==> config.mk <==
export PLATFORM = sky130hd
export DESIGN_NAME = fpu_pipe_ctrl
export DESIGN_NICKNAME = d
export VERILOG_FILES = /design/src/rtl/fpu_pipe_ctrl.sv
export SDC_FILE = /design/constraint.sdc
export NUM_CORES = 1
export LEC_CHECK = 0
export BUFFER_PORTS_ARGS = -buffer_cell sky130_fd_sc_hd__buf_2
export CAP_MARGIN = 0
export CORE_MARGIN = 2
export CORE_UTILIZATION = 40
export CTS_CLUSTER_SIZE = 12
export DETAILED_ROUTE_END_ITERATION = 16
export PLACE_DENSITY = 0.68
export SLEW_MARGIN = 20
export SYNTH_ARGS = -nofsm -noshare
export SYNTH_HDL_FRONTEND = slang
export SYNTH_SLANG_ARGS = --single-unit
==> constraint.sdc <==
create_clock -name clk -period 2.4 [get_ports clk]
set_input_delay 0.36 -clock clk [delete_from_list [all_inputs] [get_ports clk]]
set_output_delay 0.36 -clock clk [all_outputs]
set_load 0.05 [all_outputs]
==> src/rtl/fpu_pipe_ctrl.sv <==
// Issue/execute/writeback control for a fixed-latency FP pipeline.
// Handles RAW hazard bubbles, operand forwarding selects and a global freeze for multicycle units.
module fpu_pipe_ctrl #(
    parameter int DEPTH = 3,
    parameter int WIDTH = 32,
    parameter int RW    = 5,
    parameter int CW    = 2
) (
    input  logic             clk,
    input  logic             clr,
    input  logic             iv,
    input  logic [CW-1:0]    ic,
    input  logic             iw,
    input  logic [RW-1:0]    ifd,
    input  logic [RW-1:0]    ifs,
    input  logic [RW-1:0]    ift,
    input  logic             ufs,
    input  logic             uft,
    input  logic             mc_stall,
    input  logic [WIDTH-1:0] ed,
    output logic             e,
    output logic             iack,
    output logic             hz,
    output logic [CW-1:0]    ec,
    output logic [DEPTH-1:0] sw,
    output logic             ww,
    output logic [RW-1:0]    wn,
    output logic [WIDTH-1:0] wd,
    output logic [1:0]       fwa,
    output logic [1:0]       fwb,
    output logic [3:0]       occ
);

    // Index k-1 holds stage Ek.
    logic [DEPTH-1:0]         s_v;
    logic [DEPTH-1:0]         s_w;
    logic [DEPTH-1:0][CW-1:0] s_c;
    logic [DEPTH-1:0][RW-1:0] s_d;

    logic       haz_s;
    logic       haz_t;
    logic [3:0] occ_nxt;

    assign e = ~mc_stall;

    // Only E1..E<DEPTH-1> stall; the last stage is covered by the ed forward path.
    always_comb begin
        haz_s = 1'b0;
        haz_t = 1'b0;
        for (int k = 0; k < DEPTH - 1; k++) begin
            if (s_w[k] && (s_d[k] == ifs)) haz_s = 1'b1;
            if (s_w[k] && (s_d[k] == ift)) haz_t = 1'b1;
        end
    end

    assign hz   = iv & e & ((ufs & haz_s) | (uft & haz_t));
    assign iack = iv & e & ~hz;

    always_comb begin
        fwa = 2'd0;
        if (ufs) begin
            if (s_w[DEPTH-1] && (s_d[DEPTH-1] == ifs)) fwa = 2'd2;
            else if (ww && (wn == ifs))                fwa = 2'd1;
        end
    end

    always_comb begin
        fwb = 2'd0;
        if (uft) begin
            if (s_w[DEPTH-1] && (s_d[DEPTH-1] == ift)) fwb = 2'd2;
            else if (ww && (wn == ift))                fwb = 2'd1;
        end
    end

    // Next occupancy: incoming E1 plus everything shifting one place on (the last stage lands in writeback).
    always_comb begin
        occ_nxt = {3'b000, iack};
        for (int k = 0; k < DEPTH; k++) begin
            occ_nxt = occ_nxt + {3'b000, s_v[k]};
        end
    end

    always_ff @(posedge clk or posedge clr) begin
        if (clr) begin
            s_v <= '0;
            s_w <= '0;
            s_c <= '0;
            s_d <= '0;
            ww  <= 1'b0;
            wn  <= '0;
            wd  <= '0;
            occ <= '0;
        end else if (e) begin
            s_v[0] <= iack;
            s_w[0] <= iack & iw;
            s_c[0] <= iack ? ic  : '0;
            s_d[0] <= iack ? ifd : '0;
            for (int k = 1; k < DEPTH; k++) begin
                s_v[k] <= s_v[k-1];
                s_w[k] <= s_w[k-1];
                s_c[k] <= s_c[k-1];
                s_d[k] <= s_d[k-1];
            end
            ww  <= s_w[DEPTH-1];
            wn  <= s_d[DEPTH-1];
            wd  <= ed;
            occ <= occ_nxt;
        end
    end

    assign ec = s_c[DEPTH-1];
    assign sw = s_w;

endmodule

**Word level (Yosys, flattened, before mapping)**

Cells that the tools add are included.

- Register bits after elaboration: 69
- Output and inout port bits: 54

- Equal/unequal tests: 8
- Bitwise gates (word level): 9
- Add/subtract/negate cells: 3
- Reduce and logical (&&, ||, !) cells: 8
- Muxes and demuxes: 12

Operators with widths:

| kind | count |
|---|---|
| $eq 5x5->1 | 8 |
| $mux 2 | 5 |
| $logic_and 1x1->1 | 8 |
| $and 1x1->1 | 6 |
| $mux 1 | 6 |
| $mux 5 | 1 |
| $add 3x1->4 | 1 |
| $add 2x1->3 | 1 |
| $add 1x1->2 | 1 |
| $not 1->1 | 2 |
| $or 1x1->1 | 1 |

**Depth between registers and ports, before layout**

Gate-level depths: netlist of run 1.

- Depth after elaboration: 12
- Mapped depth: 10

**Worst setup path before layout of run 1**

OpenSTA, ideal clock, no wires.

- Kind: input to register
- Start: input mc_stall
- End: register occ[1]
- Setup slack: -1.270 ns
- Path buffers: 2
- Setup time: 0.125 ns
- Stages on the path: 9
- Arrival time: 3.546 ns
- Cells stage by stage: clkbuf_1 buf_2 inv_1 nand2_1 nor3_1 fa_1 ha_1 ha_1 mux2_2

- Longest elaborated chain between the ends: 8

RTL lines:

| item | line | RTL |
|---|---|---|
| from (decl) | 19 | `input logic mc_stall,` |
| $not 1->1 (*) | 44 | `assign e = ~mc_stall;` |
| named net e | 21 | `output logic e,` |
| $and 1x1->1 (*) | 56, 57 |  |
| $and 1x1->1 | 56 | `assign hz = iv & e & ((ufs & haz_s) \| (uft & haz_t));` |
| $not 1->1 | 57 | `assign iack = iv & e & ~hz;` |
| $and 1x1->1 (*) | 57 |  |
| named net iack | 22 | `output logic iack,` |
| $add 1x1->2 (*) | 79 | `occ_nxt = occ_nxt + {3'b000, s_v[k]};` |
| $add 2x1->3 (*) | 79 |  |
| $add 3x1->4 (*) | 79 |  |
| named net occ_nxt[1] | 42 | `logic [3:0] occ_nxt;` |
| to (signal assigned) | 107 | `occ <= occ_nxt;` |
| to (decl) | 31 | `output logic [3:0] occ` |

The timed path passes the listed nets; every way through them passes the cells marked *.
A chain may end at the register's enable or synchronous reset.

**Final worst setup path of run 1**

- Start: register s_d[6] (netlist name)
- End: register occ[1]

- Longest elaborated chain between the ends: 11
- Elaborated cells between the ends (all ways): 15
- Classes of those cells: add/sub: 3; eq/ne: 2; mux: 2; bitwise: 6; reduce/logical: 2

RTL lines:

| item | line | RTL |
|---|---|---|
| from (decl) | 38 | `logic [DEPTH-1:0][RW-1:0] s_d;` |
| from (signal, indexed assignment) | 102 | `s_d[k] <= s_d[k-1];` |
| $eq 5x5->1 (on tied branches) | 51, 52 |  |
| $logic_and 1x1->1 (on tied branches) | 51, 52 |  |
| $mux 1 (on tied branches) | 51, 52 |  |
| $and 1x1->1 | 56 |  |
| $or 1x1->1 (*) | 56 |  |
| $and 1x1->1 (*) | 56 |  |
| $not 1->1 (*) | 57 |  |
| $and 1x1->1 (*) | 57 |  |
| $add 1x1->2 (*) | 79 |  |
| $add 2x1->3 (*) | 79 |  |
| $add 3x1->4 (*) | 79 |  |
| named net occ_nxt[1] | 42 |  |

Marked as above.

==> metrics.md, run 1 <==
| Metric | Value |
|---|---|
| Net Sw Frac | 33.7% |
| Global-route wire length before repair | 11.1 mm |
| Least-Margin Pin Slew | 0.936 ns |
| Syn Inst Count | 247 |
| Layout cells sized above 1 | 62.8% |
| Pwr Density | 811 nW/um^2 |
| Comb power frac | 27.6% |
| Initial DRC count | 90 |
| Met1 usage | 22.6% |
| Sequential share of the synthesized area | 52.3% |
| Cts hold-fix bufs | 0 |
| Internal Power | 2.28 mW |
| Crit. End Element | register |
| Synth warnings | 0 |
| Maxcap violations | 0 |
| Vias per cell | 4.86 |
| Area after DPL | 3930 sq um |
| Worst Hold Class | input pin to async pin |
| Root Driver | clkbuf_8 |
| Period minus WS final | 2.35 ns |
| TritonCTS buffer count | 9 |
| Area grow syn2layout | 30.5% |
| N_diodes | 0 |
| Netlist cell types | 28 |
| Switching power | 1.16 mW |
| Post-DP HPWL | 5.00 mm |
| Number of global-route vias before repair | 2238 |
| Net Count, Synth | 306 |
| Arrival @ worst endpoint | 2.57 ns |
| Final Power | 3.44 mW |
| DIE HEIGHT | 94.2 um |
| Area of the core | 7810 sq um |
| Cell breakdown of the critical path | xnor2_2 -> nand4_1 -> o22ai_4 -> nor3_4 -> fa_1 -> ha_2 -> ha_4 -> mux2_4 |
| Hold Vio Cnt, Final | 0 |
| FP Rows | 32 |
| Worst rel slew slack | 37.6% |
| Final WL | 6.98 mm |
| Synthesized area per cell | 13.2 sq um |
| Synth Register Bits | 68 |
| Pin count of the biggest net entering global routing | 77 |
| Outcome | complete, no violations |
| Period Utilization, post-route | 98.1% |
| Input/output buffers | 108 |
| CTS sink count | 68 |
| CP Launch Type | register |
| Routed len/inst | 15.1 um |
| Final Hold Slack | 0.0754 ns |
| # IOs | 110 |
| Crit path largest cell delay | 0.49 ns |
| Leakage | 2.00 nW |
| Gr busiest metal | met2 |
| Slowest stage cell, crit path | fa_1 |
| VDD IR max | 0.000519 V |
| Cell Area, Synth | 3250 sq um |
| Congestion Overflow GR | 0 |
| Worst-path clk slew | 0.08 ns |
| Max Freq | 425 MHz |
| Final Skew | 0.0103 ns |
| H-Tree Depth | 3 |
| 1st-pass router iterations | 4 |
| Final setup fails | 0 |
| CTS tree | yes |
| Worst skew pair latency | 0.33 ns |
| Starting Density | 41.7% |
| Critical Path Fanout Max | 3 |
| Die W | 94.2 um |
| Vias | 2246 |
| Full die area | 8870 sq um |
| Total GRT Usage | 16.3% |
| Buffers & Inverters on Critical Path | 0 |
| Met2 GRT Util | 24.3% |
| Top cell family by delay on the critical path | adder cells |
| Setup TNS | 0 ns |
| Initial antenna violation count | 0 |
| Nets | 414 |
| Routing usage on met3 | 3.93% |
| Clock share of power | 31.2% |
| Number of routed nets with antenna violations | 0 |
| Clk buf depth | 2 |
| WS Path Type | register to register |
| GPL Wtd Cong | 0.840 |
| Worst EP required | 2.62 ns |
| Fin. max-slew vios | 0 |
| Reg power frac | 41.3% |
| DR DRC count | 0 |
| Cell area after layout | 4240 sq um |
-- layout make-up --
cell class	count	area, sq um
Clock inverter	5	83.8
Clock buffer	11	151
Sequential cell	68	1710
Fill cell	692	3560
Multi-Input combinational cell	154	1500
Timing Repair Buffer	120	656
Tap cell	102	128
Inverter	2	11.3
-- state kept, by name (all words and copies together) (netlist names) --
signal,flops
wd,32
occ,3
sw,3
s_d,15
s_v,3
s_c,4
ww,1
wn,5
ec,2
-- path summary, 6_finish.rpt --
kind,start,end,slack [ns],cells after the start
setup / recovery,s_d[6]$_DFFE_PP0N_,occ[1]$_DFFE_PP0N_,0.05,8
hold / removal,clr,wd[10]$_DFFE_PP0N_,0.08,2
setup reg to reg,s_d[6]$_DFFE_PP0N_,occ[1]$_DFFE_PP0N_,0.05,8
hold reg to reg,s_c[0]$_DFFE_PP0N_,s_c[0]$_DFFE_PP0N_,0.48,2
max in group asynchronous,clr,s_d[1]$_DFFE_PP0N_,1.66,3
min in group clk,ed[13],wd[13]$_DFFE_PP0N_,0.25,2
-- per-layer routing --
| metal | vias to the layer above | share of wire [%] |
|---|---|---|
| li1 | 1065 | - |
| met3 | 4 | 7.1 |
| met2 | 86 | 45 |
| met4 | 0 | 0.59 |
| met5 | - | 0 |
| met1 | 1091 | 47 |
-- layout by cell type (no fill, tap or decap), types with 7 or more instances in the layout --
| cell | n |
|---|---|
| mux2_2 | 56 |
| buf_4 | 10 |
| dfrtp_2 | 10 |
| xor2_1 | 8 |
| dfrtp_1 | 58 |
| xnor2_1 | 28 |
| buf_2 | 106 |
| o41ai_2 | 7 |
| nand2_1 | 17 |
| clkbuf_8 | 11 |
-- metrics by stage --
step	std cells	setup WS, ns	utilization [%]
floorplan	247	-0.360	-
CTS	460	0.00295	53.3
detailed placement	444	0.000436	50.3
global placement	444	0.0270	50.3
global route	462	-0.0273	54.4
finish	462	0.0456	54.4
-- worst reg2reg max path: cells and delay by family (launching register included) --
family                   cells  cell delay (ns)
XOR/XNOR                     1             0.17
AND/OR/NAND/NOR              2             0.25
flip-flops                   1             0.46
multiplexers                 1             0.26
AO/OA/AOI/OAI                1             0.24
adder cells (fa/ha/maj)      3             0.86
-- cells by family (layout without fill, tap and decap cells) --
family	Yosys count	in the layout	synth area share (%)
compound gates	12	12	4.88
xor+xnor	40	40	10.8
fa+ha+maj	3	3	1.38
buf+inv	25	138	4.15
flops	68	68	52.3
mux	59	59	20.4
other cells	1	1	0.115
simple gates	39	39	5.96
-- power by group through the flow --
stage	Combinational [mW]	Sequential [mW]	Clock [mW]
2_1_floorplan	0.394	1.75	0
4_1_cts	0.940	1.42	1.11
3_3_place_gp	0.923	1.44	0
5_1_grt	1.01	1.44	1.17
6_report	0.949	1.42	1.07
3_5_place_dp	0.938	1.44	0
-- synth_stat cells, drive strengths merged --
cell     n  area share [%]
and2     2            0.38
nand2   18             2.1
mux2    59              20
buf     19             3.4
o22ai    2            0.58
xnor2   32             8.6
conb     1            0.12
clkbuf   4            0.54
nor3     3            0.46
dfrtp   68              52
nand3    6            0.92
o21ba    1            0.31
and3     2            0.38
o41ai    8             3.8
xor2     8             2.2
ha       2            0.77
inv      2            0.23
o31ai    1            0.23
nand4    6             1.3
fa       1            0.62
nor4     2            0.38
-- repair_timing --
action / 4_1_cts / 5_1_grt
setup buffers: 0 / 3
endpoints found under the hold margin: 0 / 0
setup endpoints to repair: 0 / 4
gates resized for setup: 0 / 17
Power figures use the tool's default switching activity.
==> run 2, diff against run 1 <==
Settings changed: PLACE_DENSITY 0.68 to 0.66.
Clock period 2.4 ns to 2.7 ns, I/O delays scaled along.
==> metrics.md, run 2 (synthesized netlist as in run 1, its figures left out) <==
| Metric | Value |
|---|---|
| Global-route wire length before repair | 10.9 mm (-2.2%) |
| Placed cells | 439 (-1.1%) |
| Switching power | 0.992 mW (-15%) |
| Area grow syn2layout | 24.7% |
| Pin count of the biggest net entering global routing | 77 (unchanged) |
| Gr busiest metal | met2 |
| Worst Setup SP | s_d[8]$_DFFE_PP0N_ |
| Reg-to-Reg Start | s_d[8]$_DFFE_PP0N_ |
| Largest reg by FF count | wd |
| Total GRT Usage | 15.9% (-0.34 points) |
| Nets | 407 (-1.7%) |
| Largest regs | wd: 32 flops, s_d: 15 flops, wn: 5 flops |
| Crit path largest cell delay | 0.44 ns (-0.05 ns) |
| Final WL | 6.59 mm (-5.6%) |
| Reg power frac | 44.1% (+2.8 points) |
| Crit. End Element | output port |
| CP Launch Type | register |
| VDD IR max | 0.000387 V (-25%) |
| # IOs | 110 (unchanged) |
| Input/output buffers | 108 (unchanged) |
| Worst-path clk slew | 0.07 ns (about the same) |
| Area after DPL | 3870 sq um (-1.4%) |
| Clk buf depth | 2 (unchanged) |
| GPL Wtd Cong | 0.783 (-6.8%) |
| WS Path Type | register to output port |
| Number of global-route vias before repair | 2266 (+1.3%) |
| Comb power frac | 28.3% (+0.7 points) |
| Leakage | 1.93 nW (-3.5%) |
| Worst Hold Class | input pin to async pin |
| Final Hold Slack | 0.0549 ns (-0.0205 ns) |
| Routing usage on met3 | 4.65% (+0.72 points) |
| Finished Core Util | 52.0% (-2.4 points) |
| Met1 usage | 22.2% (-0.34 points) |
| Layout cells sized above 1 | 57.2% (-5.6 points) |
| Area of the core | 7810 sq um (unchanged) |
| CTS tree | yes |
| Post-DP HPWL | 4.83 mm (-3.4%) |
| DR DRC count | 0 (unchanged) |
| Max Freq | 399 MHz |
| Met2 GRT Util | 23.9% (-0.42 points) |
| Fin. max-slew vios | 0 (unchanged) |
| Critical Path Fanout Max | 10 (+7) |
| RSZ-0062 raised after global routing | no |
| Worst skew pair latency | 0.33 ns (about the same) |
| Period Utilization, post-route | 92.7% |
| Root Driver | clkbuf_8 |
| Cell breakdown of the critical path | xnor2_1 -> nand4_1 -> o22ai_1 -> buf_4 -> o21ba_2 -> buf_2 |
| Maxcap violations | 0 (unchanged) |
| H-Tree Depth | 3 (unchanged) |
| Number of routed nets with antenna violations | 0 (unchanged) |
| Hold Vio Cnt, Final | 0 (unchanged) |
| Worst reg2reg setup slack | 0.26 ns (+0.21 ns) |
| Final Power | 2.85 mW (-17%) |
| Outcome | complete, no violations |
| Most common cell after layout, fill and taps aside | buf_2 |
| Top cell family by delay on the critical path | buffers and inverters |
| Worst rel slew slack | 37.6% (about the same) |
| Final setup fails | 0 (unchanged) |
| Cell area after layout | 4060 sq um (-4.4%) |
| Reg2Reg Depth | 8 (unchanged) |
| Clock share of power | 27.6% (-3.6 points) |
| CTS sink count | 68 (unchanged) |
| Worst EP required | 2.30 ns (-0.32 ns) |
| Congestion Overflow GR | 0 (unchanged) |
| Final Skew | 0.00569 ns (-0.00461 ns) |
| Setup WS pre-CTS | 0.134 ns (+0.134 ns) |
| 1st-pass router iterations | 4 (unchanged) |
| Buffers & Inverters on Critical Path | 2 (+2) |
| Post-CTS Resized | 0 (unchanged) |
| Net Sw Frac | 34.8% (+1.2 points) |
| N_diodes | 0 (unchanged) |
| Internal Power | 1.85 mW (-19%) |
| Max FFs per register | 32 (unchanged) |
| Period minus WS final | 2.50 ns |
| Arrival @ worst endpoint | 2.10 ns (-0.47 ns) |
| Cts hold-fix bufs | 0 (unchanged) |
| # fillers | 720 (+4.0%) |
| Starting Density | 41.7% (unchanged) |
| Slowest stage cell, crit path | dfrtp_1 |
| Post-CTS Setup Bufs | 0 (unchanged) |
| Die W | 94.2 um (unchanged) |
| Final worst slack | 0.196 ns (+0.150 ns) |
| FP Rows | 32 (unchanged) |
| R2R Path End | occ[1]$_DFFE_PP0N_ |
| DIE HEIGHT | 94.2 um (unchanged) |
| Fin cells | 455 (-1.5%) |
| Full die area | 8870 sq um (unchanged) |
| Setup TNS | 0 ns (unchanged) |
| Initial DRC count | 75 (-17%) |
| Pwr Density | 701 nW/um^2 (-14%) |
| Vias per cell | 4.88 (+0.41%) |
| Vias | 2221 (-1.1%) |
| Least-Margin Pin Slew | 0.937 ns (+0.000133 ns) |
| Initial antenna violation count | 0 (unchanged) |
| Routed len/inst | 14.5 um (-4.1%) |
| TritonCTS buffer count | 9 (unchanged) |
| Most frequent cells in the layout | buf_2, dfrtp_1, mux2_2 |
-- run 2: cell types whose count changed in the layout (fill, tap and decap cells not counted), sizes merged --
| cell | change |
|---|---|
| clkinv | +2 |
| clkbuf | -1 |
| clkinvlp | -1 |
| bufinv | -1 |
| buf | -6 |
-- run 2: power by group through the flow --
stage / logic, mW / clock network (mW) / registers, mW
after CTS: 0.818 / 0.816 / 1.26
after detailed placement: 0.817 / 0 / 1.28
after global routing: 0.865 / 0.860 / 1.28
after global placement: 0.807 / 0 / 1.27
after floorplan: 0.345 / 0 / 1.55
final: 0.807 / 0.784 / 1.26
-- run 2: metal layers --
layer / routed length [um] / part of all wire [%]
met5: 0 / 0
met4: 72 / 1.1
met1: 3110 / 47
met3: 481 / 7.3
met2: 2920 / 44
-- run 2: cell type report --
| class | count | area, sq um | area share (%) |
|---|---|---|---|
| Multi-Input combinational cell | 154 | 1450 | 35.8 |
| Clock buffer | 11 | 131 | 3.24 |
| Sequential cell | 68 | 1700 | 41.9 |
| Tap cell | 102 | 128 | 3.15 |
| Timing Repair Buffer | 113 | 581 | 14.3 |
| Inverter | 2 | 11.3 | 0.278 |
| Clock inverter | 5 | 52.6 | 1.30 |
-- run 2: worst max path at each step --
stage,end,cells past startpoint
after floorplan,occ[1]$_DFFE_PP0N_,9
after global routing,hz,6
after CTS,hz,6
final,hz,6
after detailed placement,occ[1]$_DFFE_PP0N_,9
after global placement,occ[1]$_DFFE_PP0N_,9
-- run 2: worst reg2reg max path: cells and delay by family, from the launching register on --
kind / cells / cell delay, ns
AO/OA/AOI/OAI: 1 / 0.34
XOR/XNOR: 1 / 0.19
adder cells (fa/ha/maj): 3 / 0.90
flip-flops: 1 / 0.44
multiplexers: 1 / 0.26
AND/OR/NAND/NOR: 2 / 0.20
